`src/rtl/pwm_rgb_capture.sv`:
```
// Recovers per-channel PWM duty codes from three sampled waveforms by counting high samples per PERIOD-cycle window.
// Define PWM_RGB_CAPTURE_STABLE_EN to publish only results that repeat across two consecutive windows.
module pwm_rgb_capture #(
  parameter int PERIOD      = 3,
  parameter int DUTY_W      = 2,
  parameter int SYNC_STAGES = 2
) (
  input  logic                  clk_pwm,
  input  logic                  rst,
  input  logic                  led_r,
  input  logic                  led_g,
  input  logic                  led_b,
  output logic [3*DUTY_W-1:0]   rgb_pwm,
  output logic                  valid,
  output logic                  changed,
  output logic                  locked
);

  localparam int WCNT_W   = (PERIOD > 2) ? $clog2(PERIOD) : 1;
  localparam int ACC_W    = $clog2(PERIOD + 1);
  localparam int CODE_MAX = (1 << DUTY_W) - 1;
  localparam int OUT_W    = 3 * DUTY_W;

  typedef enum logic {SKIP, RUN} state_t;

  logic [2:0]        led_in;
  logic [WCNT_W-1:0] wcnt_q, wcnt_d;
  logic              close;
  logic [OUT_W-1:0]  codes;

  state_t            state_q, state_d;
  logic [OUT_W-1:0]  rgb_q, rgb_d;
  logic              valid_q, valid_d;
  logic              changed_q, changed_d;
  logic              locked_q, locked_d;
  logic              publish;

`ifdef PWM_RGB_CAPTURE_STABLE_EN
  logic [OUT_W-1:0]  cand_q, cand_d;
  logic              match_q, match_d;
`endif

  assign led_in = {led_r, led_g, led_b};
  assign close  = (wcnt_q == WCNT_W'(PERIOD - 1));
  assign wcnt_d = close ? '0 : wcnt_q + 1'b1;

  // Channel index 2 is red so that codes packs as {r,g,b}.
  for (genvar gi = 0; gi < 3; gi++) begin : g_chan
    logic [SYNC_STAGES-1:0] sync_q, sync_d;
    logic [ACC_W-1:0]       acc_q, acc_d;
    logic [ACC_W-1:0]       total;
    logic                   sample;
    logic [DUTY_W-1:0]      code;

    always_comb begin
      sync_d = {sync_q[SYNC_STAGES-2:0], led_in[gi]};
      sample = sync_q[SYNC_STAGES-1];
      total  = acc_q + ACC_W'(sample);
      acc_d  = close ? '0 : total;
      if (int'(total) > CODE_MAX) begin
        code = DUTY_W'(CODE_MAX);
      end else begin
        code = DUTY_W'(total);
      end
    end

    always_ff @(posedge clk_pwm or posedge rst) begin
      if (rst) begin
        sync_q <= '0;
        acc_q  <= '0;
      end else begin
        sync_q <= sync_d;
        acc_q  <= acc_d;
      end
    end

    assign codes[gi*DUTY_W +: DUTY_W] = code;
  end

  always_comb begin
    state_d   = state_q;
    rgb_d     = rgb_q;
    valid_d   = 1'b0;
    changed_d = 1'b0;
    locked_d  = locked_q;
    publish   = 1'b0;
`ifdef PWM_RGB_CAPTURE_STABLE_EN
    cand_d    = cand_q;
    match_d   = match_q;
`endif
    case (state_q)
      SKIP: begin
        // First window still contains the synchroniser's reset zeros.
        if (close) state_d = RUN;
      end
      RUN: begin
        if (close) begin
`ifdef PWM_RGB_CAPTURE_STABLE_EN
          publish = match_q && (codes == cand_q);
          cand_d  = codes;
          match_d = 1'b1;
`else
          publish = 1'b1;
`endif
        end
      end
      default: state_d = SKIP;
    endcase
    if (publish) begin
      rgb_d     = codes;
      valid_d   = 1'b1;
      changed_d = (codes != rgb_q);
      locked_d  = 1'b1;
    end
  end

  always_ff @(posedge clk_pwm or posedge rst) begin
    if (rst) begin
      wcnt_q    <= '0;
      state_q   <= SKIP;
      rgb_q     <= '0;
      valid_q   <= 1'b0;
      changed_q <= 1'b0;
      locked_q  <= 1'b0;
`ifdef PWM_RGB_CAPTURE_STABLE_EN
      cand_q    <= '0;
      match_q   <= 1'b0;
`endif
    end else begin
      wcnt_q    <= wcnt_d;
      state_q   <= state_d;
      rgb_q     <= rgb_d;
      valid_q   <= valid_d;
      changed_q <= changed_d;
      locked_q  <= locked_d;
`ifdef PWM_RGB_CAPTURE_STABLE_EN
      cand_q    <= cand_d;
      match_q   <= match_d;
`endif
    end
  end

  assign rgb_pwm = rgb_q;
  assign valid   = valid_q;
  assign changed = changed_q;
  assign locked  = locked_q;

endmodule

```
`config.mk`:
```
export PLATFORM = sky130hd
export DESIGN_NAME = pwm_rgb_capture
export DESIGN_NICKNAME = d
export VERILOG_FILES = /design/src/rtl/pwm_rgb_capture.sv
export SDC_FILE = /design/constraint.sdc
export NUM_CORES = 1
export LEC_CHECK = 0
export BUFFER_PORTS_ARGS = -buffer_cell sky130_fd_sc_hd__buf_2
export CAP_MARGIN = 25
export CORE_UTILIZATION = 38
export DETAILED_ROUTE_END_ITERATION = 8
export GPL_ROUTABILITY_DRIVEN = 0
export MAX_ROUTING_LAYER = met4
export PLACE_DENSITY_LB_ADDON = 0.15
export SLEW_MARGIN = 10
export SYNTH_ARGS = -nofsm -noshare
export SYNTH_HDL_FRONTEND = slang
export SYNTH_SLANG_ARGS = --single-unit
```
`constraint.sdc`:
```
create_clock -name clk_pwm -period 2.14 [get_ports clk_pwm]
set_input_delay 0.535 -clock clk_pwm [delete_from_list [all_inputs] [get_ports clk_pwm]]
set_output_delay 0.535 -clock clk_pwm [all_outputs]
set_load 0.02 [all_outputs]
```
======== Yosys cells after proc, flatten, opt, wreduce, memory -nomap -nowiden ========
Index checks and enable logic that the tools add are counted.
Widths: inputs -> output; s select.
storage, ports and cells
  flip-flop bits (word level) ............. 24
  logic and storage cells ................. 27
cells by class
  add/sub/neg operators ................... 4
  equal/unequal tests ..................... 2
  muxes and demuxes ....................... 9
operators by type and width
  operator             number
  $mux 2               4
  $add 2x1->2          3
  $ne 6x6->1           1
  $mux 1               5
  $add 2x1->2 const B  1
  $eq 2x2->1 const B   1

======== Logic depth before layout (Yosys ltp) ========
Gate-level depths: netlist of run 1.
  depth after elaboration ................. 4
  depth in mapped cells ................... 4

======== Worst setup path after synthesis of run 1 ========
OpenSTA, ideal clock, no wires.
  path type ............................... reg-to-reg
  start point ............................. register g_chan[2].sync_q[1]
  end point ............................... register changed_q (netlist: changed)
  setup time .............................. 0.130 ns
  arrival time ............................ 1.159 ns
  required time ........................... 2.010 ns
  setup slack ............................. 0.851 ns
  stages on the path, launching flop included .. 5
  path buffers ............................ 0
  period minus slack after synthesis ...... 1.289 ns
  cell sequence ........................... dfrtp_1 > ha_1 > xor2_1 > nor4_2 > a31oi_1
between the ends
  longest elaborated chain between the ends .. 3
ends and longest elaborated chain
  item                      line  source
  start: declaration        49    logic [SYNC_STAGES-1:0] sync_q, sync_d;
  start signal: assignment  72    sync_q <= sync_d;
  $add 2x1->2               58    total = acc_q + ACC_W'(sample);
  via g_chan[2].code[0]     53    logic [DUTY_W-1:0] code;
  $ne 6x6->1                112   changed_d = (codes != rgb_q);
  $mux 1                    109   if (publish) begin
  via changed_d             34    logic changed_q, changed_d;
  end signal: assignment    134   changed_q <= changed_d;
  end: declaration          34
The timed path passes the listed nets, and every way through them passes these cells.
A chain may end at the register's enable or synchronous reset.

======== Worst setup path in the final report of run 1 ========
  start point ............................. register rgb_q[4] (netlist: rgb_pwm[4])
  end point ............................... output port rgb_pwm[4]
RTL lines
  item                      line  source
  start: declaration        32    logic [OUT_W-1:0] rgb_q, rgb_d;
  start signal: assignment  132   rgb_q <= rgb_d;
  end: declaration          13    output logic [3*DUTY_W-1:0] rgb_pwm,
No word-level cell between the ends.

==> impl_metrics.py, run 1 <==
metrics = {
    "critical_path": {
        "critPathTopFamily": "flip-flops",
        "worstReg2RegStart": "g_chan[2].sync_q[1]",
        "cp_num_cells": 1,
        "cp_max_fo": 3,
        "worst-setup-path-type": "reg -> out",
        "critPathCaptureType": "output port",
        "cp.arrival_ns": 0.89,
        "worstPathCellList": "buf_2",
        "critical_path_required_ns": 1.60,
        "cp_slowest_cell": "dfrtp_1",
        "reg2reg_to": "changed",
        "critPathMaxStageDelay_ns": 0.43,
        "rrSetupSlack_ns": 0.76,
        "reg2reg_depth": 4,
        "critical_path_buf_inv_count": 1,
        "cp-start-kind": "flip-flop",
    },
    "timing": {
        "finalCriticalPeriod_ns": 1.43,
        "worst_slack_ns": 0.711,
        "fmax_mhz": 700,
        "finalHoldViolCount": 0,
        "rsz0062_at_grt": "no",
        "min_period_over_period": 0.668,
        "max_slew_margin": 0.800,
        "fin_worst_hold_slack_ns": 0.250,
        "finalMaxSlewViolations": 0,
        "timing.setup.tns_ns": 0,
        "tightest_slew_ns": 0.298,
        "setup_viol": 0,
        "fin_skew_ns": 0.00401,
    },
    "synth": {
        "ys_ff_latch": 24,
        "synth_area_per_cell_um2": 14.6,
        "async_flop_share": 1.00,
        "syn_nets": 71,
        "yosys-top-cells-count": "24 x dfrtp_1, 5 x xor2_1, 4 x nor2_1",
        "synth_ff_type": "dfrtp_1",
        "yosysMostFrequentCell": "dfrtp_1",
        "synth_cell_types": 19,
        "syn_inst": 63,
        "synth-edff-count": 0,
        "netlist_top_cells_area": "dfrtp_1 65%, xor2_1 4.8%, ha_1 4.1%",
        "yosys.area.top_type": "dfrtp_1",
        "syn_area_um2": 920,
        "ys_seq_area_frac": 0.653,
        "yosysTopAreaCellShare": 0.653,
        "yosysWarningCount": 0,
    },
    "detailed_routing": {
        "finalWirelength_um": 1230,
        "first_pass_iters": 1,
        "wl_per_cell_um": 11.5,
        "drt_iter0_markers": 0,
        "num_vias": 472,
        "via_per_inst": 4.41,
        "drcViolationCount": 0,
        "final_antenna_net_count": 0,
    },
    "clocking": {
        "worst_skew_pair.late_latency_ns": 0.30,
        "cts_resized": 0,
        "clk_pin_slew_ns": 0.12,
        "cts_hold_buf": 0,
        "cts.path.max_buffers": 2,
        "cts_root_buf": "clkbuf_4",
        "htree_levels": 1,
        "cts_setup_buffers": 0,
        "cts_made_buffers": 3,
        "clock-sinks": 24,
        "cts_tree": "built",
    },
    "die": {
        "dieArea_mm2": 0.00262,
        "core_area_mm2": 0.00225,
        "core.rowCount": 17,
        "start_util": 0.408,
        "ios": 14,
        "die_h_um": 51.2,
        "die-width_um": 51.2,
    },
    "place": {
        "portBuffers": 13,
        "dp_slack_ns": 0.751,
    },
    "worst_hold_path": {
        "hp-class": "in -> async",
    },
    "outcome": {
        "status": "completed",
    },
    "global_route": {
        "grt_max_degree": 25,
        "met2_usage": 0.184,
        "busiest_layer": "met2",
        "antenna_found_initial": 0,
        "grt_use_met3": 0.0357,
        "track_usage": 0.127,
        "grt_pass1_vias": 485,
        "grt_pass1_wl_um": 2190,
        "grtUsageMet1": 0.147,
        "globalRouteOverflowTotal": 0,
    },
    "final_layout": {
        "area_delta_synth_final_pct": 12.9,
        "final_core_util": 0.461,
        "multi_input_area_um2": 300,
        "fin_nets": 89,
        "drive_gt1_frac": 0.278,
        "fill_cells": 222,
        "regArea_um2": 601,
        "num_antenna_cells": 0,
    },
    "power_and_ir_drop": {
        "cellLeakagePower_nw": 0.506,
        "vdd_drop_max_v": 0.000425,
        "powerDensity_mw_per_mm2": 759,
    },
    "run": {
        "cap_violations": 0,
    },
}
## sequential cells by signal (all words and copies together) (netlist names)
signal,count
changed,1
valid,1
wcnt_q,2
g_chan.sync_q,6
rgb_pwm,6
state_q,1
g_chan.acc_q,6
locked,1
## per-layer routing
metal,routed length (um),vias up
met2,570,10
met3,43,4
li1,-,236
met5,0,-
met4,31,0
met1,581,222
## logic make-up after synthesis
family / count (synthesis) / synth area share
simple gates: 17 / 0.120
compound gates: 4 / 0.0231
mux: 3 / 0.0408
buf+inv: 3 / 0.0204
fa+ha+maj: 3 / 0.0408
xor+xnor: 9 / 0.102
flops: 24 / 0.653
## metrics by stage
step / power [W] / cells / area, um2
floorplan: 0.000582 / 63 / 920
global route: 0.000839 / 107 / 1040
CTS: 0.000807 / 107 / 1040
detailed placement: 0.000617 / 104 / 1020
finish: 0.000788 / 107 / 1040
global placement: 0.000616 / 104 / 1020
## layout make-up
| class | instances | share of cell area |
|---|---|---|
| Sequential cell | 24 | 0.578 |
| Multi-Input combinational cell | 36 | 0.289 |
| Timing Repair Buffer | 14 | 0.0699 |
| Tap cell | 28 | 0.0337 |
| Clock buffer | 3 | 0.0217 |
| Inverter | 2 | 0.00723 |
## cell usage in the layout (no fill, tap or decap)
cell type	n
a31oi_1	1
and2_1	3
buf_2	13
buf_4	1
clkbuf_4	3
dfrtp_1	24
ha_1	3
inv_1	2
mux2_2	2
mux2_4	1
nand2_1	3
nand2b_1	2
nand3b_4	1
nor2_1	4
nor2b_1	2
nor4_2	1
o21ai_0	3
or2b_1	1
xnor2_1	3
xor2_1	5
xor3_1	1
## report_power, final
| group | switching (W) | internal, W |
|---|---|---|
| Clock | 0.000118 | 0.0000656 |
| Combinational | 0.0000605 | 0.0000486 |
| Sequential | 0.0000168 | 0.000478 |
| Total | 0.000195 | 0.000593 |
## worst max-delay path by stage
stage	startpoint	slack, ns	end
finish	rgb_pwm[4]	0.71	rgb_pwm[4]
CTS	rgb_pwm[3]	0.69	rgb_pwm[3]
floorplan	g_chan[2].sync_q[1]	0.85	changed
global placement	g_chan[2].sync_q[1]	0.80	changed
detailed placement	g_chan[1].sync_q[1]	0.75	changed
global route	rgb_pwm[3]	0.65	rgb_pwm[3]
No activity file was read; power rests on OpenSTA's default activity.
==> inputs of run 2 (changes only) <==
- ABC_AREA: default -> 1
- clock period: 2.14 -> 1.2 ns (I/O delays scaled with it)
==> run 2 against run 1 <==
The flow now finishes with violations (negative setup slack). Synthesized area rose by 7.1%. Critical path type is now reg -> reg. Clock skew fell by 0.0022 ns. Utilization rose by 7.2 points. Sequential power rose by 78%. Largest power group unchanged. Final cell count rose by 48%. Sequential share of layout area fell by 12 points. Wire length rose by 33%. Count of clock-buffer cells in the layout rose by 1. Clock power rose by 130%.
==> impl_metrics.py, run 2 <==
metrics = {
    "synth": {
        "yosysMostFrequentCell": "nand2_1",
        "synth_area_per_cell_um2": 9.85,
        "yosysWarningCount": 0,
        "synth_cell_types": 15,
        "syn_nets": 108,
        "synth-edff-count": 0,
        "async_flop_share": 1.00,
        "synth_ff_type": "dfrtp_1",
        "yosys.area.top_type": "dfrtp_1",
        "netlist_top_cells_area": "dfrtp_1 61%, nand2_1 11%, inv_1 6.5%",
        "ys_ff_latch": 24,
        "syn_area_um2": 985,
        "syn_inst": 100,
        "ys_seq_area_frac": 0.610,
        "yosysTopAreaCellShare": 0.610,
        "yosys-top-cells-count": "29 x nand2_1, 24 x dfrtp_1, 17 x inv_1",
    },
    "power_and_ir_drop": {
        "vdd_drop_max_v": 0.000865,
        "cellLeakagePower_nw": 0.691,
        "powerDensity_mw_per_mm2": 1250,
    },
    "die": {
        "core.rowCount": 18,
        "start_util": 0.401,
        "ios": 14,
        "die-width_um": 52.9,
        "core_area_mm2": 0.00245,
        "die_h_um": 52.9,
        "dieArea_mm2": 0.00280,
    },
    "global_route": {
        "track_usage": 0.147,
        "globalRouteOverflowTotal": 0,
        "grt_pass1_wl_um": 2740,
        "grt_pass1_vias": 639,
        "antenna_found_initial": 0,
        "grt_max_degree": 25,
    },
    "detailed_routing": {
        "final_antenna_net_count": 0,
        "via_per_inst": 4.30,
        "dr_wl_met2_um": 728,
        "first_pass_iters": 4,
        "num_vias": 679,
        "dr_wl_met3_um": 41,
        "drcViolationCount": 0,
        "met1Wirelength_um": 805,
        "top_layer": "met4",
        "drt_iter0_markers": 13,
        "finalWirelength_um": 1630,
        "wl_per_cell_um": 10.3,
    },
    "critical_path": {
        "cp-start-kind": "flip-flop",
        "worst-setup-path-type": "reg -> reg",
        "cp_max_fo": 3,
        "cp.arrival_ns": 1.44,
        "critical_path_required_ns": 1.43,
        "rrSetupSlack_ns": -0.01,
        "critPathCaptureType": "flip-flop",
    },
    "clocking": {
        "cts_root_buf": "clkbuf_4",
        "worst_skew_pair.late_latency_ns": 0.32,
        "clock-sinks": 24,
        "cts.path.max_buffers": 2,
        "clk_pin_slew_ns": 0.13,
        "cts_tree": "built",
        "cts_made_buffers": 3,
        "htree_levels": 1,
    },
    "timing": {
        "fin_skew_ns": 0.00182,
        "rsz0062_at_grt": "yes",
        "setup_viol": 1,
        "max_slew_margin": 0.798,
        "fin_worst_hold_slack_ns": 0.0745,
        "tightest_slew_ns": 0.303,
        "fmax_mhz": 825,
        "worst_slack_ns": -0.0115,
        "finalCriticalPeriod_ns": 1.21,
        "min_period_over_period": 1.01,
        "finalHoldViolCount": 0,
        "finalMaxSlewViolations": 0,
    },
    "final_layout": {
        "drive_gt1_frac": 0.359,
        "final_cell_mix": "27 x nand2_1, 24 x dfrtp_1, 16 x inv_1",
        "fin_nets": 137,
        "num_antenna_cells": 0,
        "area_delta_synth_final_pct": 32.7,
        "mostFrequentLayoutCell": "nand2_1",
        "final_area_mm2": 0.00131,
    },
    "place": {
        "dp_hpwl_um": 1090,
        "portBuffers": 13,
        "placed_cell_area_mm2": 0.00112,
    },
    "outcome": {
        "status": "finished with violations",
        "violations": "negative setup slack",
    },
    "worst_hold_path": {
        "hp-class": "in -> reg",
    },
    "run": {
        "cap_violations": 0,
    },
}
run 2: cell types whose count changed in the layout (fill, tap and decap cells not counted), sizes merged, moves of 2 or more:
cell,change
mux2,-3
nand2b,-2
nand2,+27
xor2,-5
buf,+9
nand3,+4
and2,-3
xnor2,-2
inv,+16
nor2,+7
o21ai,+3
nor2b,-2
run 2: cell type report:
class | count | area (um2)
sequential | 24 | 601
inverter | 18 | 72.6
timing repair buffer | 24 | 188
clock buffer | 4 | 36.3
fill | 235 | 1150
multi-input combinational | 58 | 372
tap | 30 | 37.5
run 2: kinds of logic (layout without fill, tap and decap cells):
family,count (synthesis),in the layout,share of synthesized area
xor+xnor,1,1,0.00890
buf+inv,18,46,0.0737
simple gates,47,47,0.215
fa+ha+maj,3,3,0.0381
flops,24,24,0.610
compound gates,7,7,0.0546
run 2: per-layer routing:
metal,up-vias,GRT usage
met5,-,-
met4,0,0.105
met3,5,0.0172
met2,10,0.211
met1,308,0.193
li1,356,-
run 2: stage by stage:
stage | instances | setup WS [ns] | util | TNS (ns) | total power, W
6_report | 158 | -0.0115 | 0.532 | -0.0115 | 0.00163
2_1_floorplan | 100 | 0.0450 | - | 0 | 0.00104
3_3_place_gp | 147 | -0.0310 | 0.455 | -0.0310 | 0.00111
3_5_place_dp | 147 | -0.0518 | 0.455 | -0.0518 | 0.00111
5_1_grt | 158 | -0.0928 | 0.532 | -0.135 | 0.00171
4_1_cts | 157 | -0.0708 | 0.494 | -0.0959 | 0.00158
run 2: report_power, final:
part	leakage (nW)	switching, W	internal, W
Sequential	0.288	0.0000297	0.000851
Combinational	0.382	0.000158	0.000166
Clock	0.0210	0.000242	0.000186
Total	0.691	0.000430	0.00120
run 2: worst max-delay path, cell delays in order, from the launching register on:
cell	delay (ns)
dfrtp_1	0.43
ha_4	0.25
inv_1	0.06
nand2_1	0.05
nand2_1	0.07
nand3_2	0.08
nor2_2	0.12
a21oi_2	0.06
run 2: worst paths after layout:
path | start | end | cells past startpoint
max in group asynchronous | rst | g_chan[0].sync_q[1] | 4
setup / recovery | g_chan[1].sync_q[1] | changed | 7
min in group asynchronous | rst | wcnt_q[1] | 4
setup reg to reg | g_chan[1].sync_q[1] | changed | 7
hold reg to reg | g_chan[0].sync_q[0] | g_chan[0].sync_q[1] | 0
hold / removal | led_g | g_chan[1].sync_q[0] | 1
run 2: what timing repair did:
action | in CTS | in global routing
pin swaps | 0 | 5
endpoints found under the setup margin | 7 | 7
resized for setup | 4 | 18
buffers inserted | 5 | 1
hold endpoints to repair | 24 | 0
hold buffers | 1 | 0
